**src/rtl/vehicle_detect_pkg.sv**
```systemverilog
// rtl/vehicle_detect_pkg.sv - shared state encoding and parameter defaults for vehicle_detect
package vehicle_detect_pkg;

    typedef enum logic [1:0] {
        ST_LOW       = 2'd0,
        ST_RISE_WAIT = 2'd1,
        ST_HIGH      = 2'd2,
        ST_FALL_WAIT = 2'd3
    } deb_state_t;

    localparam int DEF_DEBOUNCE_CYCLES = 4;
    localparam int DEF_DRAIN_CYCLES    = 3;
    localparam int DEF_THRESH          = 1;
    localparam int DEF_MAX_COUNT       = 15;
    localparam int TMR_W               = 8;

endpackage

```
**src/rtl/vehicle_detect_sensor_debounce.sv**
```systemverilog
// rtl/vehicle_detect_sensor_debounce.sv - loop sensor synchroniser and debounce FSM
module sensor_debounce
    import vehicle_detect_pkg::*;
#(
    parameter int DEBOUNCE_CYCLES = DEF_DEBOUNCE_CYCLES
) (
    input  logic CLK,
    input  logic RST,
    input  logic sensor_raw,
    output logic level,
    output logic rise
);

    localparam logic [TMR_W-1:0] DEB_LAST = TMR_W'(DEBOUNCE_CYCLES);

    logic             sync1;
    logic             sync2;
    deb_state_t       state;
    deb_state_t       state_nxt;
    logic [TMR_W-1:0] cnt;
    logic [TMR_W-1:0] cnt_nxt;
    logic             rise_nxt;

    always_ff @(posedge CLK) begin
        if (RST) begin
            sync1 <= 1'b0;
            sync2 <= 1'b0;
            state <= ST_LOW;
            cnt   <= '0;
            rise  <= 1'b0;
        end else begin
            sync1 <= sensor_raw;
            sync2 <= sync1;
            state <= state_nxt;
            cnt   <= cnt_nxt;
            rise  <= rise_nxt;
        end
    end

    // The sample that leaves a settled state counts as the first of the run.
    always_comb begin
        state_nxt = state;
        cnt_nxt   = cnt;
        rise_nxt  = 1'b0;
        case (state)
            ST_LOW: begin
                if (sync2) begin
                    state_nxt = ST_RISE_WAIT;
                    cnt_nxt   = 8'd1;
                end
            end
            ST_RISE_WAIT: begin
                if (!sync2) begin
                    state_nxt = ST_LOW;
                    cnt_nxt   = '0;
                end else if (cnt + 8'd1 >= DEB_LAST) begin
                    state_nxt = ST_HIGH;
                    cnt_nxt   = '0;
                    rise_nxt  = 1'b1;
                end else begin
                    cnt_nxt = cnt + 8'd1;
                end
            end
            ST_HIGH: begin
                if (!sync2) begin
                    state_nxt = ST_FALL_WAIT;
                    cnt_nxt   = 8'd1;
                end
            end
            ST_FALL_WAIT: begin
                if (sync2) begin
                    state_nxt = ST_HIGH;
                    cnt_nxt   = '0;
                end else if (cnt + 8'd1 >= DEB_LAST) begin
                    state_nxt = ST_LOW;
                    cnt_nxt   = '0;
                end else begin
                    cnt_nxt = cnt + 8'd1;
                end
            end
            default: begin
                state_nxt = ST_LOW;
                cnt_nxt   = '0;
            end
        endcase
    end

    assign level = (state == ST_HIGH) || (state == ST_FALL_WAIT);

endmodule

```
**src/rtl/vehicle_detect.sv**
```systemverilog
// rtl/vehicle_detect.sv - side-road vehicle queue counter with drain timer and LTV flag
module vehicle_detect
    import vehicle_detect_pkg::*;
#(
    parameter int DEBOUNCE_CYCLES = DEF_DEBOUNCE_CYCLES,
    parameter int DRAIN_CYCLES    = DEF_DRAIN_CYCLES,
    parameter int THRESH          = DEF_THRESH,
    parameter int MAX_COUNT       = DEF_MAX_COUNT
) (
    input  logic       CLK,
    input  logic       RST,
    input  logic       SENSOR_RAW,
    input  logic       L_GREEN,
    output logic       LTV,
    output logic [3:0] COUNT,
    output logic       VEH_PULSE,
    output logic       OVF
);

    localparam logic [TMR_W-1:0] DRAIN_LAST = TMR_W'(DRAIN_CYCLES - 1);
    localparam logic [3:0]       MAX_C      = 4'(MAX_COUNT);
    localparam logic [3:0]       THRESH_C   = 4'(THRESH);

    logic             deb_level;
    logic             deb_rise;
    logic             arrival;
    logic             drain;
    logic [TMR_W-1:0] drain_tmr;

    sensor_debounce #(
        .DEBOUNCE_CYCLES(DEBOUNCE_CYCLES)
    ) u_debounce (
        .CLK       (CLK),
        .RST       (RST),
        .sensor_raw(SENSOR_RAW),
        .level     (deb_level),
        .rise      (deb_rise)
    );

    assign VEH_PULSE = deb_rise;
    // An arrival is only counted while the debounced level agrees with it.
    assign arrival   = deb_rise & deb_level;
    assign drain     = L_GREEN && (COUNT != 4'd0) && (drain_tmr == DRAIN_LAST);

    always_ff @(posedge CLK) begin
        if (RST) begin
            drain_tmr <= '0;
            COUNT     <= 4'd0;
            LTV       <= 1'b0;
            OVF       <= 1'b0;
        end else begin
            if (!L_GREEN || (COUNT == 4'd0) || drain) begin
                drain_tmr <= '0;
            end else begin
                drain_tmr <= drain_tmr + 8'd1;
            end

            // Arrival and drain together cancel, even at saturation.
            if (arrival && !drain) begin
                if (COUNT == MAX_C) begin
                    OVF <= 1'b1;
                end else begin
                    COUNT <= COUNT + 4'd1;
                end
            end else if (drain && !arrival) begin
                COUNT <= COUNT - 4'd1;
            end

            LTV <= (COUNT >= THRESH_C);
        end
    end

endmodule
```
**config.mk**
```make
export PLATFORM = sky130hd
export DESIGN_NAME = vehicle_detect
export DESIGN_NICKNAME = d
export VERILOG_FILES = /design/src/rtl/vehicle_detect_pkg.sv /design/src/rtl/vehicle_detect_sensor_debounce.sv /design/src/rtl/vehicle_detect.sv
export SDC_FILE = /design/constraint.sdc
export NUM_CORES = 1
export LEC_CHECK = 0
export BUFFER_PORTS_ARGS = -buffer_cell sky130_fd_sc_hd__buf_2
export CAP_MARGIN = 20
export CORE_ASPECT_RATIO = 1.1
export CORE_UTILIZATION = 44
export CTS_CLUSTER_DIAMETER = 150
export DETAILED_ROUTE_END_ITERATION = 12
export GPL_TIMING_DRIVEN = 1
export PLACE_DENSITY_LB_ADDON = 0.08
export SYNTH_ARGS = -nofsm -noshare
export SYNTH_HDL_FRONTEND = slang
export SYNTH_SLANG_ARGS = --single-unit
```
**constraint.sdc**
```tcl
create_clock -name CLK -period 3.8 [get_ports CLK]
set_input_delay 0.38 -clock CLK [delete_from_list [all_inputs] [get_ports CLK]]
set_output_delay 0.38 -clock CLK [all_outputs]
set_load 0.01 [all_outputs]
```
* Word-level counts from Yosys, hierarchy flattened
Index checks and enable logic that the tools add are counted.
** Operators by class
- Order comparisons :: 2
- Reduce and logical (&&, ||, !) cells :: 20
- Multiplexer cells :: 17
- $add $sub $neg :: 4
- Bitwise gates (word level) :: 3
- Equality and inequality tests :: 10
** Operators with widths (number)
- two-way mux 8 bit :: 5
- case mux 8 bit (4 select lines) :: 1
- adder 8 x 1 -> 8 bit, second input constant :: 2
- two-way mux 2 bit :: 6
- two-way mux 4 bit :: 3
- == test 8 x 2 -> 1 bit, second input constant :: 1
- greater-or-equal comparator 8 x 3 -> 1 bit, second input constant :: 1
- case mux 2 bit (4 select lines) :: 1
- AND reduction 2 bit :: 3
- adder 4 x 1 -> 4 bit, second input constant :: 1
- == test 2 bit, second input constant :: 2
- == test 4 bit, second input constant :: 1
- greater-or-equal comparator 4 x 1 -> 1 bit, second input constant :: 1
- logical AND 1 bit :: 4
- zero test 4 bit :: 1
- != test 2 bit, second input constant :: 2
- AND reduction 4 bit :: 1
- nonzero test 4 bit :: 1
- subtractor 4 x 1 -> 4 bit, second input constant :: 1
- zero test 1 bit :: 3
- logical OR 1 bit :: 3
- != test 3 x 1 -> 1 bit, second input constant :: 1
- != test 3 bit, second input constant :: 1
- OR reduction 3 bit :: 1
- 8 further kinds :: 9
** Word-level totals
- Input port bits :: 4
- Logic and storage cells :: 65
- Output and inout port bits :: 7
- Flip-flop bits (word level) :: 27

* Longest topological paths before layout
- Word-level depth :: 7
- Mapped depth :: 7
- Gate-level depth less buffers :: 7

* Cells and area by module
From an unflattened synthesis, not the netlist that was laid out.
** Unflattened totals
- Cells, all modules :: 142
- Area, all modules :: 1360.1 µm²
** By module, submodules not included
- vehicle_detect :: cells an instance 85, area an instance 793.3 µm², times used 1, sequential area each 280.3 µm²
- sensor_debounce :: cells an instance 57, area an instance 566.8 µm², times used 1, sequential area each 260.2 µm²

* Least setup slack after synthesis
Ideal clock, no wire load.
- Kind :: reg-to-reg
- Start :: reg COUNT[0]
- End :: reg COUNT[3]
- Clock period less this slack :: 2.127 ns
- Buffers on the path :: 0
- Slack :: 1.673 ns
- Setup time :: 0.123 ns
- Stages on the path, launching flop included :: 8
- Arrival :: 2.004 ns
- Required time :: 3.677 ns
- Cells stage by stage :: dfxtp_1 inv_1 ha_1 or3b_4 a41oi_4 or4_4 a21oi_2 mux2_1
** On the way
- Longest elaborated chain between the ends :: 7
- Elaborated cells on any way between the ends :: 15
- Classes of those cells :: 2 x add/sub; 2 x eq/ne; 3 x mux; 8 x reduce/logical
** Ends and longest elaborated chain
- start: declaration :: RTL line vehicle_detect.sv:15 : output logic [3:0] COUNT,
- start signal: assignment :: RTL line vehicle_detect.sv:63 : COUNT <= COUNT + 4'd1;
- start signal: assignment :: RTL line vehicle_detect.sv:66 : COUNT <= COUNT - 4'd1;
- nonzero test 4 bit :: RTL line vehicle_detect.sv:43 : assign drain = L_GREEN && (COUNT != 4'd0) && (drain_tmr == DRAIN_LAST);
- logical AND 1 bit (2 in series) :: RTL line vehicle_detect.sv:43
- zero test 1 bit :: RTL line vehicle_detect.sv:59 : if (arrival && !drain) begin
- logical AND 1 bit :: RTL line vehicle_detect.sv:59
- != test 2 bit (no line) / nonzero test 2 bit (equally long branches)
- AND reduction 2 bit (no line)
Several ways; a longest one is shown, not always the timed one. The select of a mux whose other input is x is not followed.
A chain may end at the register's enable or synchronous reset.

* Worst setup path after layout
Ends and elaborated chain as after synthesis.

==> results_tabular.tex <==
\begin{tabular}{lr}
\hline
Metric & Value \\
\hline
\multicolumn{2}{l}{\textbf{Worst hold path}} \\
Worst Hold Path Cells & 2 \\
Hold-critical path endpoint & u\_debounce.sync1 \\
Type of the tightest min-delay check & primary input to flip-flop \\
Startpoint of the lowest-slack hold path & SENSOR\_RAW \\
\multicolumn{2}{l}{\textbf{Route}} \\
First-iteration detailed-routing DRC count & 17 \\
Average vias per placed instance & between 5 and 6 \\
Initial DRT Pass Iterations & 4 \\
Total length of routed wires & 2000 um \\
Via count & 891 \\
Wire length per cell after detailed routing & 12.0 um \\
Remaining design rule violation count & 0 \\
Count of nets left with antenna violations after detail routing & 0 \\
\multicolumn{2}{l}{\textbf{STA}} \\
Count of final hold-check violations & 0 \\
Endpoints failing setup & 0 \\
RSZ-0062 raised after global routing & false \\
Worst setup skew after layout & 16.6 ps \\
Relative max-transition margin & 0.706 \\
Worst Slack Setup Final & 1640 ps \\
Post-layout min period & 2160 ps \\
Final worst path period share & 0.569 \\
F\_max & approximately 460 MHz \\
Final slew viol count & 0 \\
Tightest Pin Transition & 437 ps \\
Sum Neg Setup Slack & 0 ps \\
\multicolumn{2}{l}{\textbf{Synth}} \\
Largest cells by area after synthesis & sky130\_fd\_sc\_hd\_\_dfxtp\_1 44\%, sky130\_fd\_sc\_hd\_\_ha\_1 6.2\%, sky130\_fd\_sc\_hd\_\_nor2\_1 4.3\% \\
Share of the yosys chip area belonging to registers & 0.444 \\
Number of enable flip-flop cells after synthesis & 0 \\
Number of register bits inferred by synthesis & 27 \\
Post-synth ARST share & 0 \\
Main synth FF type & sky130\_fd\_sc\_hd\_\_dfxtp\_1 \\
Syn Std Cell Area & between 0.001 and 0.0015 mm\^{}2 \\
Number of instances in the synthesized netlist & 123 \\
Distinct cells, synth & 36 \\
Mean area per synthesized cell & 9.91 um\^{}2 \\
Post-synth net total & 133 \\
Yosys warning count & 0 \\
Library cell occupying the most area in the post-synthesis netlist & sky130\_fd\_sc\_hd\_\_dfxtp\_1 \\
Top-area cell type share of the netlist area & 0.444 \\
\multicolumn{2}{l}{\textbf{Clocking}} \\
Clock sink total & 27 \\
Number of hold-repair buffers added at the cts stage & 0 \\
Master cell of the clock root buffer & sky130\_fd\_sc\_hd\_\_clkbuf\_4 \\
Post\_cts resized & 0 \\
CTS buffer count & 3 \\
Clock tree from TritonCTS & built \\
Post-CTS repair timing setup buffer count & 0 \\
Longest Clk Path Bufs & 2 \\
Worst-path clk slew & approximately 160 ps \\
Insertion delay of the later-clocked pin in the worst-skew pair & between 300 and 400 ps \\
H-tree Lvls & 1 \\
\multicolumn{2}{l}{\textbf{Critical path}} \\
Critical Path Fanout Max & 6 \\
Data required time at the worst endpoint & 4050 ps \\
Crit Path Class & flip-flop to flip-flop \\
Crit path arrival time & 2410 ps \\
Setup crit start kind & flip-flop \\
Launching point of the worst reg2reg path & COUNT[0] \\
Slowest cell delay on critical path & 450 ps \\
Endpoint kind of the worst setup timing path & flip-flop \\
FF-to-FF setup slack & 1640 ps \\
Slowest stage cell on the critical path & sky130\_fd\_sc\_hd\_\_dfxtp\_1 \\
Count of cells along the worst register-to-register path & 7 \\
Capture instance of the worst register-to-register path & COUNT[3] \\
Cell Chain, Critical Path & inv\_1, ha\_1, or3b\_4, a41oi\_4, or4\_4, a21oi\_2, mux2\_1 \\
\multicolumn{2}{l}{\textbf{Power and ir drop}} \\
Psw & 94.7 uW \\
Sw Ratio & 0.223 \\
Reported leakage power & around 0.00052 uW \\
Internal portion of total power & about 330 uW \\
Relative contribution of combinational cells to total power & 0.023 \\
Sequential power share & 0.677 \\
Power density of the placed cells & 318 mW/mm\^{}2 \\
Clk pwr share & 0.300 \\
Worst-case vdd ir drop & 0.000196 V \\
\multicolumn{2}{l}{\textbf{Job}} \\
Max-cap violations & 0 \\
\multicolumn{2}{l}{\textbf{Global routing}} \\
Antenna violations before repair & 0 \\
GRT Residual Overflow & 0 \\
Largest net degree at the start of global routing & 18 \\
Via count of the first global-routing pass & 802 \\
Total global routing track utilization & 0.158 \\
Wire length of the first global-routing pass & 3530 um \\
\multicolumn{2}{l}{\textbf{Final layout}} \\
Share of post-route cells with drive strength above 1 & 0.154 \\
Fill count & 265 \\
Final cell utilization of the core & 0.519 \\
Ant diodes & 0 \\
Sequential cell area in the final layout & 541 um\^{}2 \\
Layout overhead on the synthesized area & 9.45\% \\
Footprint of the multi-input gates & roughly 660 um\^{}2 \\
Net count of the finished layout & 147 \\
\multicolumn{2}{l}{\textbf{Die}} \\
Die width & 52.2 um \\
Placement row count & 19 \\
Count of boundary I/O pins & 11 \\
Core ar. & between 0.002 and 0.003 mm\^{}2 \\
Starting density of the core & 0.475 \\
Die footprint & just under 0.003 mm\^{}2 \\
Die Height & approximately 57 um \\
\multicolumn{2}{l}{\textbf{Place}} \\
Routability Congestion & between 0.8 and 0.9 \\
Pre-CTS worst setup slack & 1630 ps \\
Number of buffers added on ports & 10 \\
Half-perimeter wire length of the detailed placement result & $\sim$1400 um \\
\multicolumn{2}{l}{\textbf{Status}} \\
Result of the run & completed \\
\hline
\end{tabular}
power by group through the flow:
stage / combinational [uW] / clock [uW] / sequential, uW
floorplan: 5.73 / 0 / 293
global placement: 9.42 / 0 / 293
detailed placement: 9.68 / 0 / 293
CTS: 9.78 / 133 / 287
global route: 10.9 / 144 / 288
finish: 9.64 / 127 / 287
layout by cell type (no fill, tap or decap), types with 2 or more instances in the layout:
| master | n |
|---|---|
| sky130_fd_sc_hd__nor4_1 | 2 |
| sky130_fd_sc_hd__o21a_1 | 2 |
| sky130_fd_sc_hd__or3_1 | 3 |
| sky130_fd_sc_hd__buf_2 | 10 |
| sky130_fd_sc_hd__a211oi_1 | 2 |
| sky130_fd_sc_hd__mux2i_1 | 3 |
| sky130_fd_sc_hd__and2_1 | 5 |
| sky130_fd_sc_hd__nor3_1 | 4 |
| sky130_fd_sc_hd__nor2b_1 | 4 |
| sky130_fd_sc_hd__nand4_1 | 5 |
| sky130_fd_sc_hd__dfxtp_1 | 27 |
| sky130_fd_sc_hd__nand3_1 | 3 |
| sky130_fd_sc_hd__nand2_1 | 6 |
| sky130_fd_sc_hd__a21oi_1 | 4 |
| sky130_fd_sc_hd__ha_1 | 6 |
| sky130_fd_sc_hd__xor2_1 | 4 |
| sky130_fd_sc_hd__nor2_1 | 14 |
| sky130_fd_sc_hd__nand2b_1 | 2 |
| sky130_fd_sc_hd__xnor2_1 | 6 |
| sky130_fd_sc_hd__inv_1 | 4 |
| sky130_fd_sc_hd__clkbuf_4 | 3 |
worst max path at each step:
stage	startpoint	end	slack (ps)	cells after the start
after floorplan	COUNT[0]	COUNT[3]	1670	7
after global placement	COUNT[0]	COUNT[3]	1690	7
after detailed placement	COUNT[0]	COUNT[3]	1630	7
after CTS	COUNT[0]	COUNT[3]	1630	7
after global routing	COUNT[0]	COUNT[3]	1530	7
final	COUNT[0]	COUNT[3]	1640	7
synthesized netlist by cell type (4+ instances only):
library cell	n
sky130_fd_sc_hd__nor2_1	14
sky130_fd_sc_hd__nor3_1	4
sky130_fd_sc_hd__dfxtp_1	27
sky130_fd_sc_hd__nor2b_1	4
sky130_fd_sc_hd__nand4_1	5
sky130_fd_sc_hd__nand2_1	6
sky130_fd_sc_hd__inv_1	4
sky130_fd_sc_hd__ha_1	6
sky130_fd_sc_hd__xor2_1	4
sky130_fd_sc_hd__and2_1	5
sky130_fd_sc_hd__xnor2_1	6
sky130_fd_sc_hd__a21oi_1	4
cell type report:
| type | instances | share of cell area |
|---|---|---|
| Timing Repair Buffer | 10 | 0.0375 |
| Sequential cell | 27 | 0.405 |
| Inverter | 4 | 0.0113 |
| Clock buffer | 3 | 0.0169 |
| Tap cell | 31 | 0.0291 |
| Clock inverter | 1 | 0.00563 |
| Multi-Input combinational cell | 91 | 0.494 |
flip-flops by register name (all words and copies together), names as in the netlist, named ones only:
name and flops:
u_debounce.cnt 8, OVF 1, u_debounce.state 1, u_debounce.sync2 1
COUNT 4, LTV 1, u_debounce.sync1 1, u_debounce.rise 1
drain_tmr 8
logic make-up after synthesis:
logic type	Yosys count	share of synthesized area
flops	27	0.444
mux	5	0.0452
compound gates	15	0.0996
simple gates	55	0.263
fa+ha+maj	6	0.0616
xor+xnor	10	0.0719
buf+inv	5	0.0154
stage by stage:
| step | total power [uW] | cells | instance area [um^2] | hold WS, ps |
|---|---|---|---|---|
| after global placement | 302 | 163 | 1300 | 430 |
| after CTS | 430 | 167 | 1330 | 232 |
| final | 424 | 167 | 1330 | 240 |
| after global routing | 442 | 167 | 1330 | 225 |
| after detailed placement | 303 | 163 | 1300 | 442 |
| after floorplan | 298 | 123 | 1220 | 414 |
critical path, delay by kind of cell, from the launching register on:
family          cells  cell delay, ps
simple gates        2             710
mux                 1             320
fa+ha+maj           1             210
buf+inv             1             100
flops               1             450
compound gates      2             300
per-layer routing:
metal	part of all wire	wire (um)	up-vias	GRT usage
li1	-	-	457	-
met1	0.51	1030	415	0.227
met2	0.44	873	14	0.223
met3	0.029	58	5	0.0320
met4	0.021	42	0	0.0789
met5	0	0	-	0
Power figures use the tool's default switching activity.
